File: config.mk
export PLATFORM = sky130hd
export DESIGN_NAME = conv3x3_mac
export DESIGN_NICKNAME = d
export VERILOG_FILES = /design/src/rtl/conv3x3_mac.sv
export SDC_FILE = /design/constraint.sdc
export NUM_CORES = 1
export LEC_CHECK = 0
export CORE_AREA = 2 2 133 135
export DETAILED_ROUTE_END_ITERATION = 7
export DIE_AREA = 0 0 135 137
export PLACE_DENSITY = 0.84
export SYNTH_ARGS = -nofsm -noshare
export SYNTH_HDL_FRONTEND = slang
export SYNTH_SLANG_ARGS = --single-unit
File: constraint.sdc
create_clock -name clk -period 7.15 [get_ports clk]
set_clock_uncertainty 0.15 [all_clocks]
set_input_delay 0.715 -clock clk [delete_from_list [all_inputs] [get_ports clk]]
set_output_delay 0.715 -clock clk [all_outputs]
set_load 0.02 [all_outputs]
File: src/rtl/conv3x3_mac.sv
// 3x3 convolution multiply-accumulate: walks a synchronous coefficient ROM over
// addresses 0..8 and emits one signed (optionally clamped) sum per pixel window.
`timescale 1ns/1ps
module conv3x3_mac #(
  parameter int unsigned ACC_W = 21,
  parameter bit          CLAMP = 1'b0
) (
  input  logic             clk,
  input  logic             reset,
  input  logic             in_valid,
  output logic             in_ready,
  input  logic [71:0]      in_window,
  output logic             coef_en,
  output logic [3:0]       coef_addr,
  input  logic [8:0]       coef_data,
  output logic             out_valid,
  input  logic             out_ready,
  output logic [ACC_W-1:0] out_data
);

  localparam int unsigned PIX_W  = 8;
  localparam int unsigned WIN_W  = 72;
  localparam int unsigned ADDR_W = 4;
  localparam int unsigned COEF_W = 9;
  localparam int unsigned PROD_W = 18;
  localparam logic [ADDR_W-1:0] LAST_ADDR = ADDR_W'(8);

  typedef enum logic [1:0] {IDLE, FETCH, LAST, DONE} state_t;

  state_t                   state, state_nx;
  logic [WIN_W-1:0]         win, win_nx;
  logic signed [ACC_W-1:0]  acc, acc_nx;
  logic [ADDR_W-1:0]        addr_nx;
  logic                     en_nx, ready_nx, valid_nx;
  logic [ACC_W-1:0]         data_nx;
  logic [ADDR_W-1:0]        idx_d;
  logic                     mac_v;

  logic [PIX_W-1:0]         pixel;
  logic signed [COEF_W-1:0] coef_s, pix_s;
  logic signed [PROD_W-1:0] prod;
  logic signed [ACC_W-1:0]  sum;
  logic [ACC_W-1:0]         result;

  // Pixel index trails the address by one cycle to line up with ROM read latency.
  assign pixel  = win[{idx_d, 3'b000} +: PIX_W];
  assign coef_s = mac_v ? coef_data : '0;
  assign pix_s  = {1'b0, pixel};
  assign prod   = coef_s * pix_s;
  assign sum    = acc + ACC_W'(prod);

  always_comb begin
    result = sum;
    if (CLAMP) begin
      if (sum[ACC_W-1])
        result = '0;
      else if (sum > ACC_W'(255))
        result = ACC_W'(255);
    end
  end

  // Next-state and registered-output logic.
  always_comb begin
    state_nx = state;
    win_nx   = win;
    acc_nx   = acc;
    addr_nx  = coef_addr;
    en_nx    = coef_en;
    valid_nx = out_valid;
    data_nx  = out_data;
    unique case (state)
      IDLE: begin
        if (in_valid) begin
          state_nx = FETCH;
          win_nx   = in_window;
          acc_nx   = '0;
          en_nx    = 1'b1;
          addr_nx  = '0;
        end
      end
      FETCH: begin
        acc_nx = sum;
        if (coef_addr == LAST_ADDR) begin
          en_nx    = 1'b0;
          state_nx = LAST;
        end else begin
          addr_nx = coef_addr + ADDR_W'(1);
        end
      end
      LAST: begin
        data_nx  = result;
        valid_nx = 1'b1;
        state_nx = DONE;
      end
      DONE: begin
        if (out_ready) begin
          valid_nx = 1'b0;
          state_nx = IDLE;
        end
      end
      default: state_nx = IDLE;
    endcase
    ready_nx = (state_nx == IDLE);
  end

  always_ff @(posedge clk or posedge reset) begin
    if (reset) begin
      state     <= IDLE;
      win       <= '0;
      acc       <= '0;
      coef_addr <= '0;
      coef_en   <= 1'b0;
      in_ready  <= 1'b1;
      out_valid <= 1'b0;
      out_data  <= '0;
      idx_d     <= '0;
      mac_v     <= 1'b0;
    end else begin
      state     <= state_nx;
      win       <= win_nx;
      acc       <= acc_nx;
      coef_addr <= addr_nx;
      coef_en   <= en_nx;
      in_ready  <= ready_nx;
      out_valid <= valid_nx;
      out_data  <= data_nx;
      idx_d     <= coef_addr;
      mac_v     <= coef_en;
    end
  end

endmodule

# Word-level counts from Yosys, hierarchy flattened
# Cells that the tools add are included.
word_totals:
  reg_bits: 128
  inputBits: 85
op_classes:
  mux: 15
  reduce_logical: 9
  multipliers: 1
  n_addsub: 2
  n_eq_ne: 8
  shifts: 1
op_table:
  columns: ["operator", "n"]
  rows:
  - ["72-bit by 8-bit indexed part select with 8-bit output", 1]
  - ["21-bit one-hot mux with 2 select lines", 1]
  - ["21-bit by 18-bit adder with 21-bit output", 1]
  - ["21-bit two-way mux", 1]
  - ["9-bit by 9-bit multiplier with 18-bit output", 1]
  - ["9-bit two-way mux", 1]
  - ["4-bit two-way mux", 2]
  - ["2-bit inequality test, second input constant", 4]
  - ["2-bit one-hot mux with 4 select lines", 1]
  - ["4-bit one-hot mux with 2 select lines", 1]
  - ["2-bit two-way mux", 3]
  - ["2-bit AND reduction", 3]
  - ["3-bit AND reduction", 2]
  - ["4-bit by 1-bit adder with 4-bit output, second input constant", 1]
  - ["2-bit == test, second input constant", 2]
  - ["4-bit == test, second input constant", 1]
  - ["2-bit logical NOT", 2]
  - ["1-bit one-hot mux with 2 select lines", 2]
  - ["2-bit nonzero test", 2]
  - ["1-bit two-way mux", 3]
  - ["2-bit by 1-bit == test with 1-bit output, second input constant", 1]

# Longest topological paths before layout
# Gate-level depths: netlist of the first run.
logic_depth:
  word_depth: 4
  ltp_mapped: 25

# Worst setup path after synthesis of the first run
# No wires, ideal clock.
synth_path:
  kind: "reg2reg"
  start: "register idx_d[0]"
  end: "register acc[20]"
  path_stages_with_launch: 23
  t_required_ns: 6.931
  period_less_slack_ns: 6.234
  setup_ns: 0.069
  path_buffers: 3
  t_arrival_ns: 6.015
  slack_ns: 0.916
  path_cell_list: "dfrtp_1 > buf_4 > buf_4 > nor4b_4 > nand2_1 > o21ai_1 > nand2_1 > fa_1 > inv_1 > fa_1 > inv_1 > fa_1 > fa_1 > inv_1 > fa_1 > ha_1 > clkbuf_1 > nand2_1 > o211a_2 > a211oi_1 > a211o_1 > or3_1 > nand3_1"
synth_via:
  elab_chain_len: 4
synth_rtl:
  columns: ["element", "line", "rtl"]
  rows:
  - ["start, declared", "36", "logic [ADDR_W-1:0] idx_d;"]
  - ["start signal, assigned", "127", "idx_d <= coef_addr;"]
  - ["72-bit by 8-bit indexed part select with 8-bit output", "46", "assign pixel = win[{idx_d, 3'b000} +: PIX_W];"]
  - ["9-bit by 9-bit multiplier with 18-bit output", "49", "assign prod = coef_s * pix_s;"]
  - ["21-bit by 18-bit adder with 21-bit output", "50", "assign sum = acc + ACC_W'(prod);"]
  - ["21-bit one-hot mux with 2 select lines", "71", "unique case (state)"]
  - ["end signal, assigned", "121", "acc <= acc_nx;"]
  - ["end, declared", "32", "logic signed [ACC_W-1:0] acc, acc_nx;"]
# Every way passes these cells.
# A chain may end at the register's enable or synchronous reset.

# Worst setup path in the final report of the first run
# Ends and elaborated chain as after synthesis.

==> flow_summary_export.csv, run 1 <==
group,metric,value,unit
run_status,status,"finished, final reports clean",
logic_synthesis,syn-cell-area,0.009186,mm²
critical_path,worstPathRequired,7.37,ns
critical_path,rrSetupSlack,0.43,ns
logic_synthesis,ys_ff_latch,128,
finish,final_area,0.01114,mm²
die,die_w,135,µm
sta,rsz0062_at_grt,"no",
critical_path,worstRegToRegCells,21,
clock_tree,cts.path.max_buffers,2,
critical_path,crit_cells,21,
routing,postRouteAntennaNets,0,
critical_path,slowest_stage,"fa_1",
logic_synthesis,seq_area_frac_synth,0.3488,
clock_tree,numCtsBuffers,17,
routing,vias,6639,
routing,drt_iter0_markers,451,
finish,most-common-layout-cells,"dfrtp_1, clkdlybuf4s50_1, inv_1",
finish,fin_nets,1161,
critical_path,worst_path_most_repeated_cell,"fa_1",
sta,finalMaxSlewViolations,0,
critical_path,critical_path.max_fanout,11,
finish,n_antenna_cell,0,
critical_path,criticalPathCategory,"register to register",
logic_synthesis,avgSynthCellArea,10.92,µm²
sta,worst_pin_slew,1.039,ns
placement,dpl.hpwl,15390,µm
die,core,0.01706,mm²
global_routing,grt_use_total,0.2366,
sta,fin_tns_setup,0,ns
finish,multiInputGateArea,0.005425,mm²
clock_tree,cts_tree,"yes",
sta,finalHoldViolations,0,
clock_tree,path_clk_slew,0.06,ns
worst_hold_path,hold_path_class,"register to register",
finish,final_common_cell,"dfrtp_1",
run,drv_cap,0,
logic_synthesis,yosys_warnings,0,
clock_tree,cts_max_level,4,
critical_path,worstSetupEndpointType,"register",
logic_synthesis,synth_nets,1054,
critical_path,cpPeakStageDelay,0.58,ns
routing,drc,0,
finish,drive_above_1_share,0.1623,
critical_path,worstPathArrival,6.94,ns
placement,portBuffers,112,
finish,syn2layout_area_growth,21.22,%
clock_tree,cts_hold_buf,0,
die,start_util,0.5386,
finish,seq_area,0.003206,mm²
routing,dr.pass1.iters,5,
sta,hold_slack,0.2872,ns
clock_tree,clockRootBuffer,"clkbuf_16",
critical_path,critical_path_buf_inv_count,5,
placement,postPlaceCellArea,0.01053,mm²
critical_path,worstPathCellList,"buf_12 > nor4b_4 > buf_4 > nand2_1 > o21ai_1 > nand2_1 > fa_1 > inv_1 > fa_1 > fa_1 > fa_1 > inv_1 > fa_1 > inv_1 > ha_1 > a21oi_4 > o211a_2 > a211oi_1 > a211o_1 > or3_1 > nand3_1",
sta,fmaxAchievable,148.8,MHz
clock_tree,clock_sinks,128,
logic_synthesis,synth-edff-count,0,
routing,via_per_inst,5.598,
sta,setup_viol,0,
sta,max_slew_margin,0.3076,
critical_path,cp_top_family,"adder cells",
placement,place.gp.congestion,0.8768,
global_routing,antenna_found_initial,0,
sta,finalCritPeriodShare,0.9400,
routing,wirelength,20760,µm
finish,nFillCells,1268,
global_routing,grt_remaining_overflow,0,
clock_tree,clk_latency,0.43,ns
global_routing,grt_pass1_vias,6889,
global_routing,grt_max_degree,80,
critical_path,cp-start-kind,"register",
logic_synthesis,postSynthCellCount,841,
die,ios,113,
die,die-height,137,µm
die,die_area,0.01850,mm²
logic_synthesis,synth_flop_cell,"dfrtp_1",
sta,period_minus_slack,6.721,ns
routing,wl_per_cell,17.51,µm
logic_synthesis,synth_cell_types,60,
logic_synthesis,ys_async_sr_fraction,1.000,
global_routing,grt_pass1_wl,33740,µm
finish,final_util,0.6529,
die,rows,48,
worst_hold_path,holdPathStages,0,
[cell usage after synthesis (5+ instances only)]
cell type | instances | area (µm²)
nor2_1 | 38 | 142.6
mux2i_1 | 11 | 110.1
ha_1 | 49 | 613.1
nand2b_1 | 5 | 31.28
nand4_1 | 8 | 50.05
a21o_1 | 6 | 45.04
mux4_2 | 16 | 360.4
xnor2_1 | 11 | 96.34
buf_2 | 8 | 40.04
nor3_1 | 12 | 60.06
nand3_1 | 25 | 125.1
clkbuf_1 | 19 | 71.32
nand2_1 | 100 | 375.4
or3_1 | 5 | 31.28
o21ai_1 | 7 | 35.03
mux2_2 | 79 | 889.6
xor2_1 | 5 | 43.79
nor2b_1 | 15 | 93.84
a22o_1 | 13 | 113.9
fa_1 | 79 | 1582
o21ai_0 | 12 | 60.06
a21oi_1 | 19 | 95.09
inv_1 | 111 | 416.7
dfrtp_1 | 127 | 3178
o21a_1 | 5 | 37.54
[final cells by class]
| class | instances | area share |
|---|---|---|
| Inverter | 111 | 0.03764 |
| Clock inverter | 15 | 0.01528 |
| Multi-Input combinational cell | 568 | 0.4872 |
| Clock buffer | 17 | 0.03820 |
| Tap cell | 225 | 0.02528 |
| Timing Repair Buffer | 122 | 0.1085 |
| Sequential cell | 128 | 0.2879 |
[stage by stage]
stage	cells	worst slack (ns)
CTS	1186	0.2223
global route	1186	0.05973
detailed placement	1154	0.2626
floorplan	841	0.9163
global placement	1154	0.4273
finish	1186	0.4290
[registers in the layout (all words and copies together), names as in the netlist]
name and cells:
win 72, coef_addr 4, mac_v 1, acc 21, coef_en 1, state 2
in_ready 1, out_valid 1, out_data 21, idx_d 4
[routing by layer]
| metal | part of all wire | vias up | GRT usage |
|---|---|---|---|
| li1 | - | 3036 | - |
| met1 | 0.41 | 3312 | 0.3001 |
| met2 | 0.50 | 231 | 0.3942 |
| met3 | 0.058 | 60 | 0.05111 |
| met4 | 0.033 | 0 | 0.1030 |
| met5 | 0 | - | 0 |
[path summary, 6_finish.rpt]
check / startpoint / endpoint
setup / recovery: idx_d[0] / acc[20]
hold / removal: coef_en / mac_v
max in group asynchronous: reset / idx_d[1]
setup reg to reg: idx_d[0] / acc[20]
min in group asynchronous: reset / out_data[17]
hold reg to reg: coef_en / mac_v
[cell families (layout without fill, tap and decap cells)]
| family | after synthesis | after routing | share of synthesized area |
|---|---|---|---|
| xor+xnor | 16 | 16 | 0.01525 |
| compound gates | 96 | 96 | 0.07546 |
| flops | 128 | 128 | 0.3488 |
| mux | 106 | 106 | 0.1481 |
| simple gates | 222 | 222 | 0.1116 |
| buf+inv | 145 | 265 | 0.06197 |
| fa+ha+maj | 128 | 128 | 0.2389 |
[timing repair]
action	in CTS	in global routing
setup endpoints to repair	0	10
resized for setup	0	4
buffers inserted	0	0
Power of run 1 is not shown: default switching activity piles up to over one toggle a cycle in this logic, so the estimate is an artifact.
==> run 2: changes to the inputs <==
==> constraint.sdc (replaced) <==
create_clock -name clk -period 7.15 [get_ports clk]
set_clock_uncertainty 0.15 [all_clocks]
set_input_delay 1.7875 -clock clk [delete_from_list [all_inputs] [get_ports clk]]
set_output_delay 1.7875 -clock clk [all_outputs]
set_load 0.02 [all_outputs]
==> run 2 against run 1 <==
Via count is 4.3% higher; routed wire length rose by 8.4%; sequential share of layout area shrank 1.1 points; setup slack got worse by 0.22 ns; critical endpoint is now out_data[18]; largest cell class unchanged; highest routed layer unchanged.
==> flow_summary_export.csv, run 2 (synthesized netlist as in run 1, its figures left out) <==
group,metric,value,unit
run_status,status,"finished, final reports clean",
clock_tree,cts_tree,"yes",
routing,vias,6927,
sta,fin_ws,0.2043,ns
die,die_area,0.01850,mm²
finish,layoutNonFillerInstCount,1238,
sta,max_slew_margin,0.2914,
clock_tree,cts.path.max_buffers,2,
critical_path,worstSetupEndpointType,"register",
die,die-height,137,µm
worst_hold_path,min_from,"coef_en",
die,die_w,135,µm
finish,drive_above_1_share,0.2093,
die,core,0.01706,mm²
sta,finalMaxSlewViolations,0,
clock_tree,clk_latency,0.44,ns
finish,reg_top3,"win: 72 flops, acc: 21 flops, out_data: 21 flops",
critical_path,criticalPathCategory,"input port to register",
critical_path,cp-start-kind,"input port",
finish,regMostFlops,"win",
finish,largest_reg_flops,72,
critical_path,r2r_start,"idx_d[0]",
finish,n_antenna_cell,0,
sta,hold_slack,0.2960,ns
routing,wl_per_cell,18.18,µm
sta,fmaxAchievable,144.0,MHz
die,start_util,0.5386,
clock_tree,cts_max_level,4,
clock_tree,path_clk_slew,0.07,ns
finish,nFillCells,1197,
critical_path,critical_path.max_fanout,7,
clock_tree,clockRootBuffer,"clkbuf_16",
worst_hold_path,holdPathEnd,"mac_v",
sta,period_minus_slack,6.946,ns
clock_tree,numCtsBuffers,17,
routing,postRouteAntennaNets,0,
routing,drc,0,
placement,post-place-ws,-0.3680,ns
worst_hold_path,holdPathStages,0,
critical_path,worstPathRequired,7.38,ns
critical_path,worstRegToRegCells,24,
global_routing,grt_remaining_overflow,0,
worst_hold_path,hold_path_class,"register to register",
global_routing,grt_pass1_vias,7051,
sta,finalCritPeriodShare,0.9714,
run,drv_cap,0,
placement,portBuffers,112,
routing,drt_iter0_markers,529,
critical_path,worstPathArrival,7.18,ns
finish,final_common_cell,"dfrtp_1",
placement,dp_cells,1204,
critical_path,r2r-end,"out_data[19]",
routing,dr.pass1.iters,7,
routing,wirelength,22510,µm
finish,syn2layout_area_growth,25.89,%
die,ios,113,
finish,fin_nets,1213,
placement,dpl.hpwl,15870,µm
routing,via_per_inst,5.595,
placement,place.gp.congestion,0.9052,
sta,setup_viol,0,
global_routing,grt_pass1_wl,35760,µm
die,rows,48,
critical_path,rrSetupSlack,0.25,ns
finish,most-common-layout-cells,"dfrtp_1, clkdlybuf4s50_1, inv_1",
global_routing,grt_max_degree,78,
clock_tree,clock_sinks,128,
global_routing,antenna_found_initial,0,
sta,finalHoldViolations,0,
global_routing,grt_use_total,0.2538,
sta,worst_pin_slew,1.063,ns
==> run 2: through the flow <==
stage	setup TNS, ns	util	instance area, µm²
2_1_floorplan	0	-	9186
3_3_place_gp	-0.7080	0.6395	10910
3_5_place_dp	-3.690	0.6395	10910
4_1_cts	0	0.6751	11510
5_1_grt	-0.1936	0.6780	11560
6_report	0	0.6780	11560
==> run 2: final cells by class <==
| cell class | count | area, µm² | share of cell area |
|---|---|---|---|
| inverters | 111 | 419.2 | 0.03624 |
| multi-input cells | 568 | 5453 | 0.4715 |
| clock inverters | 15 | 182.7 | 0.01580 |
| flip-flops and latches | 128 | 3204 | 0.2771 |
| repair buffers | 174 | 1599 | 0.1383 |
| clock buffers | 17 | 425.4 | 0.03678 |
| well taps | 225 | 281.5 | 0.02434 |
==> run 2: how the worst max path moves through the flow <==
| stage | startpoint | end | slack [ns] | depth (start not counted) |
|---|---|---|---|---|
| final | coef_data[8] | out_data[18] | 0.20 | 20 |
| after global routing | idx_d[0] | out_data[19] | -0.07 | 23 |
| after CTS | coef_data[8] | out_data[19] | 0.04 | 18 |
| after detailed placement | coef_data[8] | out_data[19] | -0.37 | 19 |
| after global placement | coef_data[8] | out_data[19] | -0.15 | 18 |
| after floorplan | coef_data[8] | acc[20] | 0.36 | 19 |
==> run 2: timing repair <==
item,4_1_cts,5_1_grt
setup buffers,0,2
setup endpoints to repair,0,7
hold buffers,0,0
gates resized for setup,0,12
==> run 2: critical path, stage by stage <==
cell             delay [ns]
clkdlybuf4s50_1        0.51
and2_4                 0.21
nand2_1                0.12
fa_1                   0.60
inv_1                  0.09
fa_1                   0.53
inv_1                  0.11
fa_1                   0.52
inv_1                  0.06
fa_1                   0.54
inv_1                  0.06
fa_1                   0.50
inv_1                  0.05
ha_1                   0.39
nand3_1                0.17
buf_4                  0.17
nor3_1                 0.10
o21ai_0                0.20
or3_1                  0.40
nand3_1                0.08
==> run 2: layer usage <==
metal | routed length [µm] | track usage | vias to the layer above
li1 | - | - | 3146
met1 | 9087 | 0.3289 | 3497
met2 | 11710 | 0.4278 | 248
met3 | 1308 | 0.05185 | 36
met4 | 404 | 0.08854 | 0
met5 | 0 | 0 | -
Power of run 2 is left out for the same reason.
==> run 3: changes to the inputs <==
==> constraint.sdc (replaced) <==
create_clock -name clk -period 8 [get_ports clk]
set_clock_uncertainty 0.15 [all_clocks]
set_input_delay 2 -clock clk [delete_from_list [all_inputs] [get_ports clk]]
set_output_delay 2 -clock clk [all_outputs]
set_load 0.02 [all_outputs]
==> run 3 against run 2 <==
Critical path depth is 1 lower; cell count is 4.4% lower; via count is 4.7% lower; die area stayed put; cell area is 4.4% lower; sequential share of layout area is 1.3 points higher; hold slack worse by 0.0049 ns; non-clock buffer count is 55 lower; global-route usage is 1.3 points lower; first-iteration DRC count is 20% lower; core utilization is 3.0 points lower; routed wire length is 7.4% lower; critical path type unchanged.
==> flow_summary_export.csv, run 3 (synthesized netlist as in run 1, its figures left out) <==
group,metric,value,unit
global_routing,grt_pass1_wl,34170,µm
die,die-height,137,µm
sta,finalMaxSlewViolations,0,
critical_path,worstPathRequired,8.18,ns
clock_tree,clockRootBuffer,"clkbuf_16",
clock_tree,cts.path.max_buffers,2,
sta,period_minus_slack,7.638,ns
finish,fin_nets,1158,
finish,regMostFlops,"win",
worst_hold_path,hold_path_class,"register to register",
routing,postRouteAntennaNets,0,
placement,dpl.hpwl,15260,µm
clock_tree,cts_max_level,4,
die,rows,48,
critical_path,worstRegToRegCells,20,
clock_tree,clock_sinks,128,
placement,place.gp.congestion,0.9213,
clock_tree,post_cts_buffers,0,
critical_path,criticalPathCategory,"input port to register",
clock_tree,path_clk_slew,0.06,ns
run,drv_cap,0,
clock_tree,clk_latency,0.44,ns
finish,n_antenna_cell,0,
finish,nFillCells,1292,
routing,wirelength,20830,µm
sta,max_slew_margin,0.2930,
die,start_util,0.5386,
clock_tree,cts-resized-gates,0,
critical_path,rrSetupSlack,0.66,ns
sta,fin_tns_setup,0,ns
clock_tree,numCtsBuffers,17,
placement,post-place-ws,0.02805,ns
clock_tree,cts_hold_buf,0,
finish,reg_top3,"win: 72 flops, acc: 21 flops, out_data: 21 flops",
finish,final_common_cell,"dfrtp_1",
sta,fmaxAchievable,130.9,MHz
global_routing,grt_use_total,0.2404,
routing,via_per_inst,5.582,
global_routing,grt_remaining_overflow,0,
routing,vias,6603,
finish,drive_above_1_share,0.1566,
clock_tree,cts_tree,"yes",
global_routing,antenna_found_initial,0,
critical_path,cp-endpoint,"out_data[20]",
critical_path,worstSetupEndpointType,"register",
critical_path,critical_path.max_fanout,7,
global_routing,grt_pass1_vias,6809,
global_routing,grt_max_degree,79,
routing,wl_per_cell,17.61,µm
sta,finalCritPeriodShare,0.9547,
critical_path,critPathLaunch,"coef_data[8]",
finish,most-common-layout-cells,"dfrtp_1, clkdlybuf4s50_1, inv_1",
sta,rsz0062_at_grt,"no",
run_status,status,"finished, final reports clean",
sta,setup_viol,0,
die,die_w,135,µm
finish,syn2layout_area_growth,20.35,%
placement,portBuffers,112,
critical_path,r2r_start,"idx_d[1]",
finish,final_util,0.6482,
routing,drc,0,
routing,drt_iter0_markers,425,
sta,worst_pin_slew,1.060,ns
finish,largest_reg_flops,72,
critical_path,r2r-end,"out_data[20]",
die,ios,113,
die,die_area,0.01850,mm²
sta,fin_ws,0.3620,ns
critical_path,worstPathArrival,7.81,ns
routing,dr.pass1.iters,5,
critical_path,cp-start-kind,"input port",
sta,finalHoldViolations,0,
die,core,0.01706,mm²
run 3: critical path: stages:
cell and delay, ns:
clkdlybuf4s50_1 0.52, and2_1 0.32, nand2_1 0.19, fa_1 0.64, inv_1 0.14, fa_1 0.55, inv_1 0.12, fa_1 0.55
inv_1 0.07, fa_1 0.54, inv_1 0.05, fa_1 0.51, inv_1 0.06, ha_1 0.38, nand3_1 0.18, a2111oi_0 0.39
o31a_1 0.31, mux2i_1 0.22, nand2_1 0.06
run 3: layout make-up:
type	instances	area [µm²]	area share
multi-input combinational	568	5418	0.4900
inverter	111	419.2	0.03791
tap	225	281.5	0.02546
sequential	128	3204	0.2898
timing repair buffer	119	1174	0.1062
clock inverter	14	120.1	0.01086
clock buffer	18	439.2	0.03972
run 3: routing by layer:
metal / vias to the layer above / GRT usage / wire length [µm]
met2: 234 / 0.3954 / 10490
met1: 3300 / 0.3155 / 8442
met4: 0 / 0.09375 / 515
met3: 43 / 0.04963 / 1382
li1: 3026 / - / -
met5: - / 0 / 0
run 3: worst min-delay path by stage:
stage | from | end | slack [ns] | depth (start not counted)
floorplan | acc[17] | acc[17] | 0.31 | 2
global placement | coef_en | mac_v | 0.28 | 0
detailed placement | coef_en | mac_v | 0.27 | 0
CTS | coef_en | mac_v | 0.29 | 0
global route | coef_en | mac_v | 0.30 | 0
finish | coef_en | mac_v | 0.29 | 0
run 3: through the flow:
step / instances / hold WS [ns] / instance area [µm²]
2_1_floorplan: 841 / 0.3056 / 9186
3_3_place_gp: 1151 / 0.2788 / 10500
6_report: 1183 / 0.2912 / 11060
5_1_grt: 1183 / 0.3024 / 11060
4_1_cts: 1183 / 0.2854 / 11060
3_5_place_dp: 1151 / 0.2652 / 10500
Power of run 3 is left out for the same reason.
